`src/rtl/prime_sequence_gen.sv`:
```
// Enumerates every prime in [2, 2^WIDTH-1] in ascending order by trial division,
// one divisor per cycle, and streams each prime out over a valid/ready handshake.
module prime_sequence_gen #(
  parameter int WIDTH = 8
) (
  input  logic             clk,
  input  logic             rst,
  input  logic             start,
  input  logic             out_ready,
  output logic             out_valid,
  output logic [WIDTH-1:0] out_data,
  output logic             busy,
  output logic             done,
  output logic [WIDTH-1:0] prime_count
);

  typedef enum logic [1:0] {
    IDLE,
    TEST,
    EMIT,
    DONE
  } state_t;

  localparam logic [WIDTH-1:0] CAND_MAX = '1;
  localparam logic [WIDTH-1:0] ONE      = WIDTH'(1);
  localparam logic [WIDTH-1:0] TWO      = WIDTH'(2);

  state_t             state;
  logic [WIDTH-1:0]   cand;
  logic [WIDTH-1:0]   div;
  logic [2*WIDTH-1:0] div_sq;
  logic [WIDTH-1:0]   rem;
  logic               div_exceeds;
  logic               is_last;

  // Square at double width so div*div > cand can never be masked by overflow.
  assign div_sq      = {{WIDTH{1'b0}}, div} * {{WIDTH{1'b0}}, div};
  assign div_exceeds = div_sq > {{WIDTH{1'b0}}, cand};
  assign rem         = cand % div;
  assign is_last     = (cand == CAND_MAX);

  always_ff @(posedge clk) begin
    if (rst) begin
      state       <= IDLE;
      cand        <= '0;
      div         <= '0;
      out_valid   <= 1'b0;
      out_data    <= '0;
      busy        <= 1'b0;
      done        <= 1'b0;
      prime_count <= '0;
    end else begin
      case (state)
        IDLE, DONE: begin
          if (start) begin
            state       <= TEST;
            cand        <= TWO;
            div         <= TWO;
            prime_count <= '0;
            busy        <= 1'b1;
            done        <= 1'b0;
          end
        end

        TEST: begin
          if (div_exceeds) begin
            state     <= EMIT;
            out_valid <= 1'b1;
            out_data  <= cand;
          end else if (rem == '0) begin
            if (is_last) begin
              state <= DONE;
              busy  <= 1'b0;
              done  <= 1'b1;
            end else begin
              cand <= cand + ONE;
              div  <= TWO;
            end
          end else begin
            div <= div + ONE;
          end
        end

        EMIT: begin
          // Everything holds until the downstream accepts the prime.
          if (out_ready) begin
            out_valid   <= 1'b0;
            prime_count <= prime_count + ONE;
            if (is_last) begin
              state <= DONE;
              busy  <= 1'b0;
              done  <= 1'b1;
            end else begin
              state <= TEST;
              cand  <= cand + ONE;
              div   <= TWO;
            end
          end
        end

        default: state <= IDLE;
      endcase
    end
  end

endmodule

```
`config.mk`:
```
export PLATFORM = sky130hd
export DESIGN_NAME = prime_sequence_gen
export DESIGN_NICKNAME = d
export VERILOG_FILES = /design/src/rtl/prime_sequence_gen.sv
export SDC_FILE = /design/constraint.sdc
export NUM_CORES = 1
export LEC_CHECK = 0
export CAP_MARGIN = 20
export CORE_ASPECT_RATIO = 1.4
export CORE_UTILIZATION = 53
export CTS_CLUSTER_SIZE = 25
export DETAILED_ROUTE_END_ITERATION = 16
export PLACE_DENSITY_LB_ADDON = 0.3
export SLEW_MARGIN = 25
export SYNTH_ARGS = -nofsm -noshare
export SYNTH_HDL_FRONTEND = slang
export SYNTH_SLANG_ARGS = --single-unit
```
`constraint.sdc`:
```
create_clock -name clk -period 16.2 [get_ports clk]
set_input_delay 4.05 -clock clk [delete_from_list [all_inputs] [get_ports clk]]
set_output_delay 4.05 -clock clk [all_outputs]
set_load 0.01 [all_outputs]
```
==> impl_summary.md <==
Yosys
The gate count of the mapped netlist is 764. The post-synth net total is about 900. The synthesized netlist devotes 25.67% of its cell area to compound gates. For this run, asynchronously set or reset flops after synthesis account for 0%.

The number of distinct library cells after synthesis is 81. The flip-flop cell with the highest count after synthesis is sky130_fd_sc_hd__dfxtp_1. The count of flip-flops with a built-in enable after synthesis is 0. The total of flip-flops plus latches after synthesis is 37. The simple logic cell fraction of the synthesized area is 21.14%. The Yosys step of the flow raised 0 warnings. The mapped netlist covers 5859 um^2.

After synthesis, the largest family of logic cells by area is adder cells. The fraction of synthesized cell area in xor and xnor cells is under 10%. A synthesized cell averages 7.669 um^2. The multiplexer share of the synthesized area is 1.922%.

The fraction of the yosys area taken by sequential cells is 12.64%. The area share of fa/ha/maj cells after synthesis is a little over a quarter.

Placement
The routability-driven placement congestion ratio is 0.9447. The placed wire-length estimate is 12.75 mm. Including well taps, the total number of placed cells is 901.

The quantity of I/O buffers inserted on ports is 22.

Detailed routing
For this run, the detailed router's first-pass iteration total came to 5. The routed wire length per instance is 18.17 um. Across all layers, the routed design uses 5783 vias. The routed wire length is 16.51 mm.

After detailed routing, the number of vias per cell comes to 6.362. The first routing iteration left around 460 violations. The count of unresolved DRC violations after routing is 0. In this run the remaining antenna-violating nets after routing total 0.

Cells and area
The layout-stage area growth over the synthesis result is 8.093%. 0 antenna diodes ended up in the layout. The number of fillers in the final layout is 1022. The share of layout cells above drive strength 1 is 5.078%. After the flow finishes, the layout carries non-filler instances totaling 909.

At the end of the flow, the number of nets in the layout was 880. The post-layout utilization of the core is 58.59%.

Clocking
The clock drives 37 sinks. Post-CTS timing repair inserted 0 buffers for setup. The depth of the CTS H-tree is 2. In this run, post-CTS hold repair placed 0 buffers.

The clock insertion delay at the later pin of the skew report is 0.29 ns. TritonCTS built the clock tree. Clock tree synthesis inserted a total of 5 buffers. After clock tree synthesis, the clock-pin slew on the worst setup and hold paths is 0.06 ns. The cell at the root of the clock tree is sky130_fd_sc_hd__clkbuf_16.

Once the clock tree was built, the resizer swapped 0 gates to a different size. The maximum count of clock buffers along a single path is 2.

Floorplanning
The width of the chip is 90.87 um. 23 I/O pins were placed. The die outline height is 126.4 um. The effective utilization at floorplan is 54.20%. The die covers 11490 um^2.

The core footprint is 10810 um^2. The total number of placement rows is 45.

Timing
The number of setup violations in the final report is 0. The pin slew with the least headroom to its limit is 0.8319 ns. Setup repair after global routing left no endpoint under its margin.

The final total negative setup slack is 0 ns. The number of pins exceeding their max-slew limit in the final report is 0. The worst path needs 13.08 ns of the cycle, external delays included.

The number of endpoints with negative hold slack in the final report was 0. Between clock sinks in the finished design, the worst skew comes to 0.002517 ns. Derived from the worst setup path, the maximum achievable clock frequency is 76.47 MHz. The share of the cycle needed by the critical path after routing is 80.72%. In this run the tightest slew margin relative to its limit is 44.54%.

GRT
Global routing used 29.10% of the available tracks across all layers. The number of antenna violations at the first check in global routing is 0. The first-pass GRT wire length is approximately 27 mm. The final global-route overflow total is 0.

The number of global-route vias before repair is between 5000 and 6000. The pin count of the biggest net entering global routing is 31.

Setup path
The slowest stage of the critical path belongs to the cell sky130_fd_sc_hd__dfxtp_1. The number of cells on the critical path is 48. The buffers plus inverters on the worst setup path is 3.

The required time reported for the critical path endpoint is 16.36 ns. Of all nets on the critical path, the largest fanout is 15. The endpoint identified for the worst register-to-register timing path is cand[1]. The setup check on the worst reg-to-reg path leaves a slack of 3.12 ns. The critical path in this run is classified as reg2reg.

The type of element launching the critical path is a register. The arrival time of the worst setup path is 13.23 ns. Counting cells, the worst reg-to-reg path comes to 48. In this design, the largest share of critical-path delay is due to compound AO/OA/AOI/OAI gates. The worst stage delay on the critical path is 0.57 ns. The worst flop-to-flop path startpoint is div[3]. The dominant cell type by count on the critical path is sky130_fd_sc_hd__ha_1. In this run the worst setup path begins at div[3]. STA classifies the critical path endpoint as a register.

Job
The number of max-cap violations is 0.

Min path
The worst hold path begins at out_data[1]. The type of the tightest min-delay check is reg2reg. Along the worst hold path, the cell count comes to 2. The worst hold endpoint is out_data[1].

Status
The flow ran to the end, and the final reports show no timing, DRC or antenna violations.
flip-flops by register name, summed over array words and instances (netlist names):
| register | count |
|---|---|
| cand | 8 |
| state | 2 |
| out_data | 8 |
| busy | 1 |
| done | 1 |
| out_valid | 1 |
| div | 8 |
| prime_count | 8 |
how the worst max path moves through the flow:
stage / endpoint / slack, ns
3_3_place_gp: cand[1] / 3.69
4_1_cts: cand[1] / 3.33
3_5_place_dp: cand[1] / 3.39
5_1_grt: cand[6] / 2.17
6_report: cand[1] / 3.12
2_1_floorplan: cand[1] / 5.07
synth_stat cells, types with 6 or more instances:
cell type / n / area [um^2]
sky130_fd_sc_hd__o21ai_0: 43 / 215.2
sky130_fd_sc_hd__nor2b_1: 7 / 43.79
sky130_fd_sc_hd__o21a_1: 16 / 120.1
sky130_fd_sc_hd__clkbuf_1: 22 / 82.58
sky130_fd_sc_hd__nand3_1: 23 / 115.1
sky130_fd_sc_hd__ha_1: 83 / 1039
sky130_fd_sc_hd__nor4_1: 11 / 68.82
sky130_fd_sc_hd__xor2_1: 13 / 113.9
sky130_fd_sc_hd__a21oi_1: 49 / 245.2
sky130_fd_sc_hd__or3_1: 6 / 37.54
sky130_fd_sc_hd__a21o_1: 11 / 82.58
sky130_fd_sc_hd__nand4_1: 10 / 62.56
sky130_fd_sc_hd__o211ai_1: 10 / 75.07
sky130_fd_sc_hd__dfxtp_1: 37 / 740.7
sky130_fd_sc_hd__fa_1: 26 / 520.5
sky130_fd_sc_hd__mux2_2: 6 / 67.56
sky130_fd_sc_hd__o31ai_1: 6 / 45.04
sky130_fd_sc_hd__a31oi_1: 6 / 37.54
sky130_fd_sc_hd__inv_1: 63 / 236.5
sky130_fd_sc_hd__xnor2_1: 22 / 192.7
sky130_fd_sc_hd__nand2b_1: 6 / 37.54
sky130_fd_sc_hd__a211oi_1: 10 / 75.07
sky130_fd_sc_hd__nor2_1: 88 / 330.3
sky130_fd_sc_hd__nand2_1: 65 / 244.0
sky130_fd_sc_hd__nor3_1: 19 / 95.09
worst register-to-register path: cells and delay by family (launching register included):
| kind | cells | cell delay [ns] |
|---|---|---|
| AO/OA/AOI/OAI | 24 | 5.38 |
| AND/OR/NAND/NOR | 11 | 2.79 |
| adder cells (fa/ha/maj) | 7 | 2.22 |
| multiplexers | 3 | 1.15 |
| buffers and inverters | 3 | 0.84 |
| flip-flops | 1 | 0.57 |
per-layer routing:
metal | up-vias | routed length, um | track usage [%]
met5 | - | 0 | 0
met4 | 0 | 754 | 15.31
met3 | 49 | 841 | 3.537
met2 | 219 | 8230 | 52.76
met1 | 2741 | 6686 | 33.18
li1 | 2774 | - | -
cell type report:
class,instances,area [um^2],area share (%)
Inverter,68,255.2,4.030
Multi-Input combinational cell,630,4725,74.60
Timing Repair Buffer,25,242.7,3.832
Clock inverter,3,68.82,1.087
Sequential cell,37,740.7,11.69
Tap cell,141,176.4,2.785
Clock buffer,5,125.1,1.976
stage by stage:
stage	hold WS [ns]	cell area (um^2)	setup slack, ns
floorplan	0.5238	5859	5.073
global placement	0.4700	6136	3.694
detailed placement	0.4807	6136	3.387
CTS	0.4994	6330	3.331
global route	0.5378	6334	2.174
finish	0.4943	6334	3.124
logic make-up (layout without fill, tap and decap cells):
| family | Yosys count | count (layout) |
|---|---|---|
| buffers and inverters | 97 | 101 |
| DFF | 37 | 37 |
| muxes | 10 | 10 |
| adders and majority gates | 109 | 109 |
| xor gates and xnor gates | 35 | 35 |
| AOI/OAI and AO/OA | 214 | 214 |
| and+or+nand+nor | 262 | 262 |
layout by cell type, fill, tap and decap left out, types with 7 or more instances in the layout:
| master | count |
|---|---|
| sky130_fd_sc_hd__a211oi_1 | 10 |
| sky130_fd_sc_hd__a21o_1 | 11 |
| sky130_fd_sc_hd__a21oi_1 | 49 |
| sky130_fd_sc_hd__clkdlybuf4s50_1 | 22 |
| sky130_fd_sc_hd__dfxtp_1 | 37 |
| sky130_fd_sc_hd__fa_1 | 26 |
| sky130_fd_sc_hd__ha_1 | 83 |
| sky130_fd_sc_hd__inv_1 | 63 |
| sky130_fd_sc_hd__nand2_1 | 65 |
| sky130_fd_sc_hd__nand3_1 | 23 |
| sky130_fd_sc_hd__nand4_1 | 10 |
| sky130_fd_sc_hd__nor2_1 | 88 |
| sky130_fd_sc_hd__nor2b_1 | 7 |
| sky130_fd_sc_hd__nor3_1 | 19 |
| sky130_fd_sc_hd__nor4_1 | 11 |
| sky130_fd_sc_hd__o211ai_1 | 10 |
| sky130_fd_sc_hd__o21a_1 | 16 |
| sky130_fd_sc_hd__o21ai_0 | 43 |
| sky130_fd_sc_hd__xnor2_1 | 22 |
| sky130_fd_sc_hd__xor2_1 | 13 |
Power is not shown: default switching activity piles up to over one toggle a cycle in this logic, so the estimate is an artifact.
